`src/rtl/baud_gen_pkg.sv`:
```
// ---------------------------------------------------------------------------
// baud_gen_pkg
// Shared types and helpers for the multi-channel baud tick generator.
//   baud_cfg_t : {div_int, div_frac} divisor pair (32-bit fields, sliced by
//                users to their DIV_W / FRAC_W).
//   baud_div() : truncated divisor for a clock/baud/oversample combination.
//   OS_MIN/OS_MAX/MIN_DIV : legal OVERSAMPLE range and smallest divisor.
// Optional feature macro used by the users of this package: BAUD_GEN_FRAC_EN.
// ---------------------------------------------------------------------------
package baud_gen_pkg;

  localparam int OS_MIN  = 4;
  localparam int OS_MAX  = 32;
  localparam int MIN_DIV = 2;

  typedef struct packed {
    logic [31:0] div_int;
    logic [31:0] div_frac;
  } baud_cfg_t;

  // D = freq / (baud * os), integer part plus frac_w fractional bits, truncated.
  function automatic baud_cfg_t baud_div(input longint unsigned freq,
                                         input longint unsigned baud,
                                         input longint unsigned os,
                                         input int frac_w = 8);
    longint unsigned den;
    longint unsigned rem;
    baud_cfg_t       res;
    den          = baud * os;
    res.div_int  = 32'(freq / den);
    rem          = freq % den;
    res.div_frac = 32'((rem << frac_w) / den);
    return res;
  endfunction

endpackage

```
`src/rtl/baud_gen_ch.sv`:
```
// ---------------------------------------------------------------------------
// baud_gen_ch
// One baud channel: down-counter with fractional carry, oversample counter,
// registered tick/bit-clock outputs and a shadow divisor with pending flag.
// Ports:
//   clk, rst_n       : system clock, async active-low reset
//   ch_en            : run enable; low holds counter/acc/os_cnt/outputs at 0
//   wr, wr_int       : shadow write strobe and integer divisor (from top)
//   wr_frac          : fractional divisor (only with BAUD_GEN_FRAC_EN)
//   pending          : shadow written but not yet applied
//   tick_os          : one-cycle oversample tick
//   tick_bit         : one-cycle tick on the os_cnt wrap
//   bit_clk          : high while os_cnt >= OVERSAMPLE/2
// Macro: BAUD_GEN_FRAC_EN adds the fractional accumulator.
// ---------------------------------------------------------------------------
module baud_gen_ch
  import baud_gen_pkg::*;
#(
  parameter int                DIV_W      = 16,
`ifdef BAUD_GEN_FRAC_EN
  parameter int                FRAC_W     = 8,
  parameter logic [FRAC_W-1:0] RST_FRAC   = '0,
`endif
  parameter int                OVERSAMPLE = 16,
  parameter logic [DIV_W-1:0]  RST_INT    = DIV_W'(651)
) (
  input  logic              clk,
  input  logic              rst_n,
  input  logic              ch_en,
  input  logic              wr,
  input  logic [DIV_W-1:0]  wr_int,
`ifdef BAUD_GEN_FRAC_EN
  input  logic [FRAC_W-1:0] wr_frac,
`endif
  output logic              pending,
  output logic              tick_os,
  output logic              tick_bit,
  output logic              bit_clk
);

  localparam int              OS_W    = $clog2(OVERSAMPLE);
  localparam logic [OS_W-1:0] OS_LAST = OS_W'(OVERSAMPLE - 1);
  localparam logic [OS_W-1:0] OS_HALF = OS_W'(OVERSAMPLE / 2);

  logic [DIV_W-1:0]  cnt;
  logic [DIV_W-1:0]  div_int;
  logic [DIV_W-1:0]  shadow_int;
  logic [DIV_W-1:0]  reload_int;
  logic [DIV_W-1:0]  reload;
  logic [OS_W-1:0]   os_cnt;
  logic [OS_W-1:0]   os_nxt;
  logic              en_d;
  logic              tick;
  logic              apply;
  logic              carry;
`ifdef BAUD_GEN_FRAC_EN
  logic [FRAC_W-1:0] acc;
  logic [FRAC_W-1:0] acc_nxt;
  logic [FRAC_W-1:0] div_frac;
  logic [FRAC_W-1:0] shadow_frac;
`endif

  // Tick detect, shadow-apply decision, reload value and next os_cnt.
  always_comb begin
    tick       = en_d & ch_en & (cnt == '0);
    // en_d low covers both "disabled for a full cycle" and "just re-enabled":
    // a pending shadow is taken there without waiting for a tick.
    apply      = pending & (~en_d | tick);
    reload_int = apply ? shadow_int : div_int;
`ifdef BAUD_GEN_FRAC_EN
    {carry, acc_nxt} = {1'b0, acc} + {1'b0, div_frac};
`else
    carry      = 1'b0;
`endif
    // A freshly applied divisor starts with acc cleared, so no carry then.
    reload     = reload_int - DIV_W'(1) + DIV_W'(carry & ~apply);
    if (tick) begin
      os_nxt = (os_cnt == OS_LAST) ? '0 : os_cnt + OS_W'(1);
    end else begin
      os_nxt = os_cnt;
    end
  end

  // Counter, accumulator, oversample counter and registered outputs.
  always_ff @(posedge clk or negedge rst_n) begin
    if (!rst_n) begin
      cnt      <= '0;
      os_cnt   <= '0;
      en_d     <= 1'b0;
      tick_os  <= 1'b0;
      tick_bit <= 1'b0;
      bit_clk  <= 1'b0;
`ifdef BAUD_GEN_FRAC_EN
      acc      <= '0;
`endif
    end else if (!ch_en) begin
      cnt      <= '0;
      os_cnt   <= '0;
      en_d     <= 1'b0;
      tick_os  <= 1'b0;
      tick_bit <= 1'b0;
      bit_clk  <= 1'b0;
`ifdef BAUD_GEN_FRAC_EN
      acc      <= '0;
`endif
    end else begin
      en_d <= 1'b1;
      if (!en_d) begin
        // First enabled cycle: first tick lands div_int cycles from here.
        cnt <= reload_int - DIV_W'(1);
`ifdef BAUD_GEN_FRAC_EN
        acc <= '0;
`endif
      end else if (tick) begin
        cnt <= reload;
`ifdef BAUD_GEN_FRAC_EN
        acc <= apply ? '0 : acc_nxt;
`endif
      end else begin
        cnt <= cnt - DIV_W'(1);
      end
      os_cnt   <= os_nxt;
      tick_os  <= tick;
      tick_bit <= tick & (os_cnt == OS_LAST);
      bit_clk  <= (os_nxt >= OS_HALF);
    end
  end

  // Active/shadow divisor registers and pending flag; retained while disabled.
  always_ff @(posedge clk or negedge rst_n) begin
    if (!rst_n) begin
      div_int     <= RST_INT;
      shadow_int  <= RST_INT;
      pending     <= 1'b0;
`ifdef BAUD_GEN_FRAC_EN
      div_frac    <= RST_FRAC;
      shadow_frac <= RST_FRAC;
`endif
    end else if (wr) begin
      // The top only writes when pending is low, so wr and apply never meet.
      shadow_int  <= wr_int;
      pending     <= 1'b1;
`ifdef BAUD_GEN_FRAC_EN
      shadow_frac <= wr_frac;
`endif
    end else if (apply) begin
      div_int     <= shadow_int;
      pending     <= 1'b0;
`ifdef BAUD_GEN_FRAC_EN
      div_frac    <= shadow_frac;
`endif
    end
  end

endmodule

```
`src/rtl/baud_gen_multi.sv`:
```
// ---------------------------------------------------------------------------
// baud_gen_multi
// Multi-channel programmable baud tick generator. Each channel produces an
// oversample tick, a bit tick and a 50% bit clock from clk, with an integer
// (optionally fractional) divisor loaded through a valid/ready config port.
// Ports:
//   clk, rst_n    : system clock, async active-low reset
//   ch_en         : per-channel run enable
//   cfg_valid     : config request
//   cfg_ready     : request accepted when high with cfg_valid (combinational
//                   from cfg_ch: low while that channel has a pending shadow)
//   cfg_ch        : target channel
//   cfg_div_int   : clk cycles per oversample tick, integer part (>= 2)
//   cfg_div_frac  : fractional part in 2^-FRAC_W units
//   cfg_err       : one-cycle pulse when a consumed request is rejected
//   tick_os, tick_bit, bit_clk : per-channel registered outputs
// Macro: BAUD_GEN_FRAC_EN enables the fractional accumulator; without it
// cfg_div_frac is ignored and every period is exactly div_int.
// ---------------------------------------------------------------------------
module baud_gen_multi
  import baud_gen_pkg::*;
#(
  parameter int SYS_CLK_FREQ = 100_000_000,
  parameter int NUM_CH       = 4,
  parameter int DIV_W        = 16,
  parameter int FRAC_W       = 8,
  parameter int OVERSAMPLE   = 16,
  parameter int RST_BAUD     = 9600
) (
  input  logic                                      clk,
  input  logic                                      rst_n,
  input  logic [NUM_CH-1:0]                         ch_en,
  input  logic                                      cfg_valid,
  output logic                                      cfg_ready,
  input  logic [$clog2(NUM_CH > 1 ? NUM_CH : 2)-1:0] cfg_ch,
  input  logic [DIV_W-1:0]                          cfg_div_int,
  input  logic [FRAC_W-1:0]                         cfg_div_frac,
  output logic                                      cfg_err,
  output logic [NUM_CH-1:0]                         tick_os,
  output logic [NUM_CH-1:0]                         tick_bit,
  output logic [NUM_CH-1:0]                         bit_clk
);

  localparam int        CH_W    = $clog2(NUM_CH > 1 ? NUM_CH : 2);
  localparam baud_cfg_t RST_CFG = baud_div(64'(SYS_CLK_FREQ), 64'(RST_BAUD),
                                           64'(OVERSAMPLE), FRAC_W);
  localparam logic [DIV_W-1:0] RST_INT = RST_CFG.div_int[DIV_W-1:0];

  if (OVERSAMPLE < OS_MIN || OVERSAMPLE > OS_MAX || (OVERSAMPLE % 2) != 0 ||
      NUM_CH < 1 || NUM_CH > 16) begin : g_bad_param
    $error("baud_gen_multi: OVERSAMPLE must be even in 4..32 and NUM_CH in 1..16");
  end

  logic [NUM_CH-1:0] pending;
  logic [NUM_CH-1:0] wr;
  logic              ch_ok;
  logic              div_ok;
  logic              accept;
  logic              reject;

  // Channel index range check is only needed when NUM_CH is not a power of two.
  if ((1 << CH_W) == NUM_CH) begin : g_ch_full
    assign ch_ok = 1'b1;
  end else begin : g_ch_part
    assign ch_ok = (int'(cfg_ch) < NUM_CH);
  end

  // Config decode: ready mux, divisor legality, write strobe and reject.
  always_comb begin
    if (ch_ok) begin
      cfg_ready = ~pending[cfg_ch];
    end else begin
      cfg_ready = 1'b1;
    end
    accept = cfg_valid & cfg_ready;
    div_ok = (cfg_div_int >= DIV_W'(MIN_DIV));
    wr     = '0;
    if (accept && ch_ok && div_ok) begin
      wr[cfg_ch] = 1'b1;
    end else begin
      wr = '0;
    end
    reject = accept & ~(ch_ok & div_ok);
  end

  // Rejected requests are consumed and flagged for exactly one cycle.
  always_ff @(posedge clk or negedge rst_n) begin
    if (!rst_n) begin
      cfg_err <= 1'b0;
    end else begin
      cfg_err <= reject;
    end
  end

`ifndef BAUD_GEN_FRAC_EN
  logic unused_frac;
  assign unused_frac = ^cfg_div_frac;
`endif

  for (genvar i = 0; i < NUM_CH; i++) begin : g_ch
    baud_gen_ch #(
      .DIV_W      (DIV_W),
`ifdef BAUD_GEN_FRAC_EN
      .FRAC_W     (FRAC_W),
      .RST_FRAC   (RST_CFG.div_frac[FRAC_W-1:0]),
`endif
      .OVERSAMPLE (OVERSAMPLE),
      .RST_INT    (RST_INT)
    ) u_ch (
      .clk      (clk),
      .rst_n    (rst_n),
      .ch_en    (ch_en[i]),
      .wr       (wr[i]),
      .wr_int   (cfg_div_int),
`ifdef BAUD_GEN_FRAC_EN
      .wr_frac  (cfg_div_frac),
`endif
      .pending  (pending[i]),
      .tick_os  (tick_os[i]),
      .tick_bit (tick_bit[i]),
      .bit_clk  (bit_clk[i])
    );
  end

endmodule

```
`config.mk`:
```
export PLATFORM = sky130hd
export DESIGN_NAME = baud_gen_multi
export DESIGN_NICKNAME = d
export VERILOG_FILES = /design/src/rtl/baud_gen_pkg.sv /design/src/rtl/baud_gen_ch.sv /design/src/rtl/baud_gen_multi.sv
export SDC_FILE = /design/constraint.sdc
export NUM_CORES = 1
export LEC_CHECK = 0
export CORE_UTILIZATION = 30
export CTS_BUF_LIST = sky130_fd_sc_hd__clkbuf_2 sky130_fd_sc_hd__clkbuf_4 sky130_fd_sc_hd__clkbuf_8
export DETAILED_ROUTE_END_ITERATION = 10
export SKIP_CTS_REPAIR_TIMING = 1
export SYNTH_ARGS = -nofsm -noshare
export SYNTH_HDL_FRONTEND = slang
export SYNTH_SLANG_ARGS = --single-unit
export TNS_END_PERCENT = 1
```
`constraint.sdc`:
```
create_clock -name clk -period 12.85 [get_ports clk]
set_clock_uncertainty 0.15 [all_clocks]
set_input_delay 2.57 -clock clk [delete_from_list [all_inputs] [get_ports clk]]
set_output_delay 2.57 -clock clk [all_outputs]
set_load 0.02 [all_outputs]
```
==> qor.yml <==
outcome:
  status: "completed"
pwr:
  power.internal_mw: 1.89
  leakage_nw: 6.14
  swShare_pct: 34.4
  clockPowerShare_pct: 29.0
  ir_worst_vdd_v: 0.0000663
  power_frac_seq_pct: 42.2
  p_switching_mw: 0.991
  p_per_area_nw_per_um2: 199
  pwr-share-comb_pct: 28.9
grt:
  grt_max_degree: 103
  grt-ovfl-total: 0
  first_global_vias: 9116
  grt_use_total_pct: 14.1
  antenna_found_initial: 0
  grt_first_pass_wirelength_microns: 48200
route:
  postRouteWirelength_microns: 28900
  drt-initial-drc-count: 427
  drc: 0
  ant_nets: 0
  vias_per_cell: 4.92
  post_drt_wl_per_cell_microns: 16.0
  vias: 8876
  first_pass_iters: 5
clocking:
  cts_buffer_depth: 3
  cts_tree: "yes"
  clk_pin_slew_ns: 0.06
  cts_max_level: 2
  cts-buffers-inserted: 44
  insertion_delay_ns: 0.60
  cts.sinks: 229
  root_buffer: "clkbuf_8"
worst_setup_path:
  crit_slowest_cell: "clkdlybuf4s50_1"
  path_delay_family: "simple AND/OR/NAND/NOR gates"
  crit_path_max_incr_delay_ns: 0.93
  cp_max_fo: 23
  crit_chain: "clkdlybuf4s50_1 > nand4b_1 > or3b_2 > o21ai_2 > nand2_1 > mux2_2 > inv_1 > ha_1 > nand2b_1 > or4b_2 > nor3_1 > xor2_1 > mux2i_1 > o22ai_1"
  setup.worst_path.class: "in2reg"
  endpoint_kind: "flip-flop"
  worst_ep_required_time_ns: 13.21
  start_kind: "input port"
  path_buf_inv: 2
  cp.arrival_ns: 7.92
floorplan:
  die_y_microns: 207
  num_io_pins: 47
  die_w_microns: 207
  dieArea_sq_um: 42800
  start_util_pct: 30.6
  fp-row-count: 74
  coreArea_sq_um: 41100
synthesis:
  synth.largest_area_cell: "dfrtp_1"
  yosys.cell_types.count: 66
  seq_area_frac_synth_pct: 45.9
  synthesis.area_sq_um: 12600
  yosysTopAreaCellShare_pct: 37.5
  async_reset_ff_share_pct: 100
  ys_top_cells_by_area: "dfrtp_1 (38%), mux2_2 (11%), dfstp_2 (8.3%), xor2_1 (6.1%), xnor2_1 (4.4%)"
  syn_inst: 1198
  synth_ff_type: "dfrtp_1"
  yosys_warnings: 0
  synth_edf_count: 0
  synth_nets: 1247
  synth_area_per_cell_sq_um: 10.5
  ys_ff_latch: 229
final_layout:
  finalInstanceArea_sq_um: 14500
  drive_above_1_share_pct: 22.3
  num-nets-final: 1286
  fillers: 4141
  area_growth_pct: 15.0
  insertedDiodeCount: 0
timing:
  clock.fmax_mhz: 132
  max-slew-margin-rel_pct: 25.9
  setup_viol: 0
  fin_crit_ns: 7.55
  finalMaxSlewViolations: 0
  grt_setup_unrepaired: "no"
  finalHoldViolCount: 0
  finalSetupTns_ns: 0
  whs_ns: 0.375
  worst_pin_slew_ns: 1.11
  period_share_pct: 58.8
placement:
  hpwl_microns: 19300
  gp_congestion: 0.810
  numPortBuffers: 38
  place_area_sq_um: 13500
flow_run:
  drv_cap: 0
worst_hold_path:
  hold_class: "reg2reg"
[placed cells by master (no fill, tap or decap), types with 6 or more instances in the layout]
cell | netlist | layout
o211a_1 | 7 | 7
o21ai_0 | 38 | 38
or4_1 | 18 | 18
mux2_2 | 128 | 128
clkdlybuf4s50_1 | 0 | 37
nand2b_1 | 9 | 9
nor3_1 | 49 | 48
o22ai_1 | 7 | 7
nor3b_1 | 9 | 9
nor2b_1 | 11 | 11
clkbuf_4 | 0 | 12
mux2i_1 | 45 | 45
or3_1 | 10 | 10
a211oi_1 | 6 | 6
clkbuf_8 | 0 | 54
a21boi_0 | 9 | 9
xnor2_1 | 63 | 63
nand2_1 | 98 | 98
dfrtp_1 | 189 | 189
o211ai_1 | 6 | 6
dfstp_2 | 40 | 40
buf_4 | 13 | 10
nand3_1 | 25 | 25
nor4_1 | 32 | 32
ha_1 | 16 | 16
clkinv_2 | 0 | 8
a21oi_1 | 35 | 35
nor2_1 | 89 | 89
xor2_1 | 88 | 88
nand3b_1 | 15 | 15
inv_1 | 23 | 23
and3_1 | 10 | 10
a31oi_1 | 7 | 7
[final timing paths]
| check | endpoint | startpoint | depth (start not counted) | slack [ns] |
|---|---|---|---|---|
| min | g_ch[1].u_ch.div_int[15]$_DFFE_PN0N_ | g_ch[1].u_ch.div_int[15]$_DFFE_PN0N_ | 1 | 0.38 |
| min in group asynchronous | g_ch[1].u_ch.tick_bit$_DFF_PN0_ | rst_n | 1 | 1.83 |
| max | g_ch[3].u_ch.cnt[14]$_DFF_PN0_ | ch_en[3] | 14 | 5.30 |
| max reg2reg | g_ch[3].u_ch.cnt[14]$_DFF_PN0_ | g_ch[3].u_ch.cnt[2]$_DFF_PN0_ | 13 | 7.39 |
| max in group asynchronous | g_ch[0].u_ch.cnt[13]$_DFF_PN0_ | rst_n | 2 | 9.19 |
| min reg2reg | g_ch[1].u_ch.div_int[15]$_DFFE_PN0N_ | g_ch[1].u_ch.div_int[15]$_DFFE_PN0N_ | 1 | 0.38 |
[cells in the mapped netlist (all sizes together) (3+ instances only)]
library cell / instances
o21a: 4
or3: 11
nor3: 50
a31oi: 7
nand3: 25
dfstp: 40
a211oi: 6
o211ai: 6
mux2: 129
inv: 24
xnor2: 63
ha: 16
nor4b: 3
clkbuf: 32
and3: 10
dfrtp: 189
a21boi: 9
nand2: 98
o31ai: 6
or4: 22
nand2b: 9
nand3b: 15
nor4: 32
nor3b: 9
o21ai: 40
o22ai: 7
nor2b: 11
nand4: 5
a21oi: 35
o311a: 3
or2: 3
o211a: 7
xor2: 88
or3b: 4
mux2i: 45
buf: 23
and4: 5
nor2: 89
[worst register-to-register path: stages (launching register included)]
cell      delay (ns)
dfrtp_1         0.43
nor4_1          0.58
or3b_2          0.53
o21ai_2         0.56
nand2_1         0.75
mux2_2          0.55
inv_1           0.06
ha_1            0.25
nand2b_1        0.16
or4b_2          0.70
nor3_1          0.20
xor2_1          0.18
mux2i_1         0.10
o22ai_1         0.18
[power by group through the flow]
stage | sequential, mW | combinational (mW) | clock, mW
global route | 1.25 | 0.936 | 0.895
floorplan | 1.15 | 0.674 | 0
detailed placement | 1.22 | 0.832 | 0
global placement | 1.21 | 0.818 | 0
CTS | 1.21 | 0.839 | 0.865
finish | 1.21 | 0.832 | 0.835
[metal layers]
layer	part of all wire, %	vias up	track usage [%]	wire length [microns]
li1	-	4343	-	-
met2	46	117	22.5	13400
met3	3.8	53	2.79	1100
met5	0	-	0	0
met1	47	4363	18.7	13600
met4	2.6	0	5.60	742
[registers in the layout, summed over array words and instances, names as in the netlist]
signal,cells
g_ch.u_ch.en_d,4
g_ch.u_ch.cnt,64
g_ch.u_ch.os_cnt,16
g_ch.u_ch.bit_clk,4
cfg_err,1
g_ch.u_ch.pending,4
g_ch.u_ch.tick_bit,4
g_ch.u_ch.tick_os,4
g_ch.u_ch.shadow_int,64
g_ch.u_ch.div_int,64
[per-stage QoR]
stage / power [mW] / std cells / setup WS, ns / utilization, %
after floorplan: 1.82 / 1198 / 6.69 / -
after global placement: 2.03 / 1723 / 4.67 / 32.8
after detailed placement: 2.05 / 1723 / 4.63 / 32.8
after CTS: 2.92 / 1805 / 5.26 / 35.3
after global routing: 3.08 / 1805 / 4.88 / 35.3
final: 2.88 / 1805 / 5.30 / 35.3
[cell type report]
class                   instances  area, sq um  area share, %
multi-input cells             890         6470           44.6
inverters                      24         90.1          0.622
repair buffers                 48          460           3.18
clock buffers                  66          833           5.75
flip-flops and latches        229         5780           39.9
clock inverters                16          195           1.35
well taps                     532          666           4.59
[cells by family (layout without fill, tap and decap cells)]
| kind of cell | after synthesis | after routing | share of synthesized area, % |
|---|---|---|---|
| AND/OR/NAND/NOR | 410 | 410 | 16.9 |
| flip-flops | 229 | 229 | 45.9 |
| multiplexers | 175 | 175 | 15.3 |
| XOR/XNOR | 151 | 151 | 10.5 |
| AO/OA/AOI/OAI | 138 | 138 | 6.96 |
| buffers and inverters | 79 | 154 | 2.87 |
| adder cells (fa/ha/maj) | 16 | 16 | 1.59 |
Note: power is estimated with default switching activity, not from simulation.
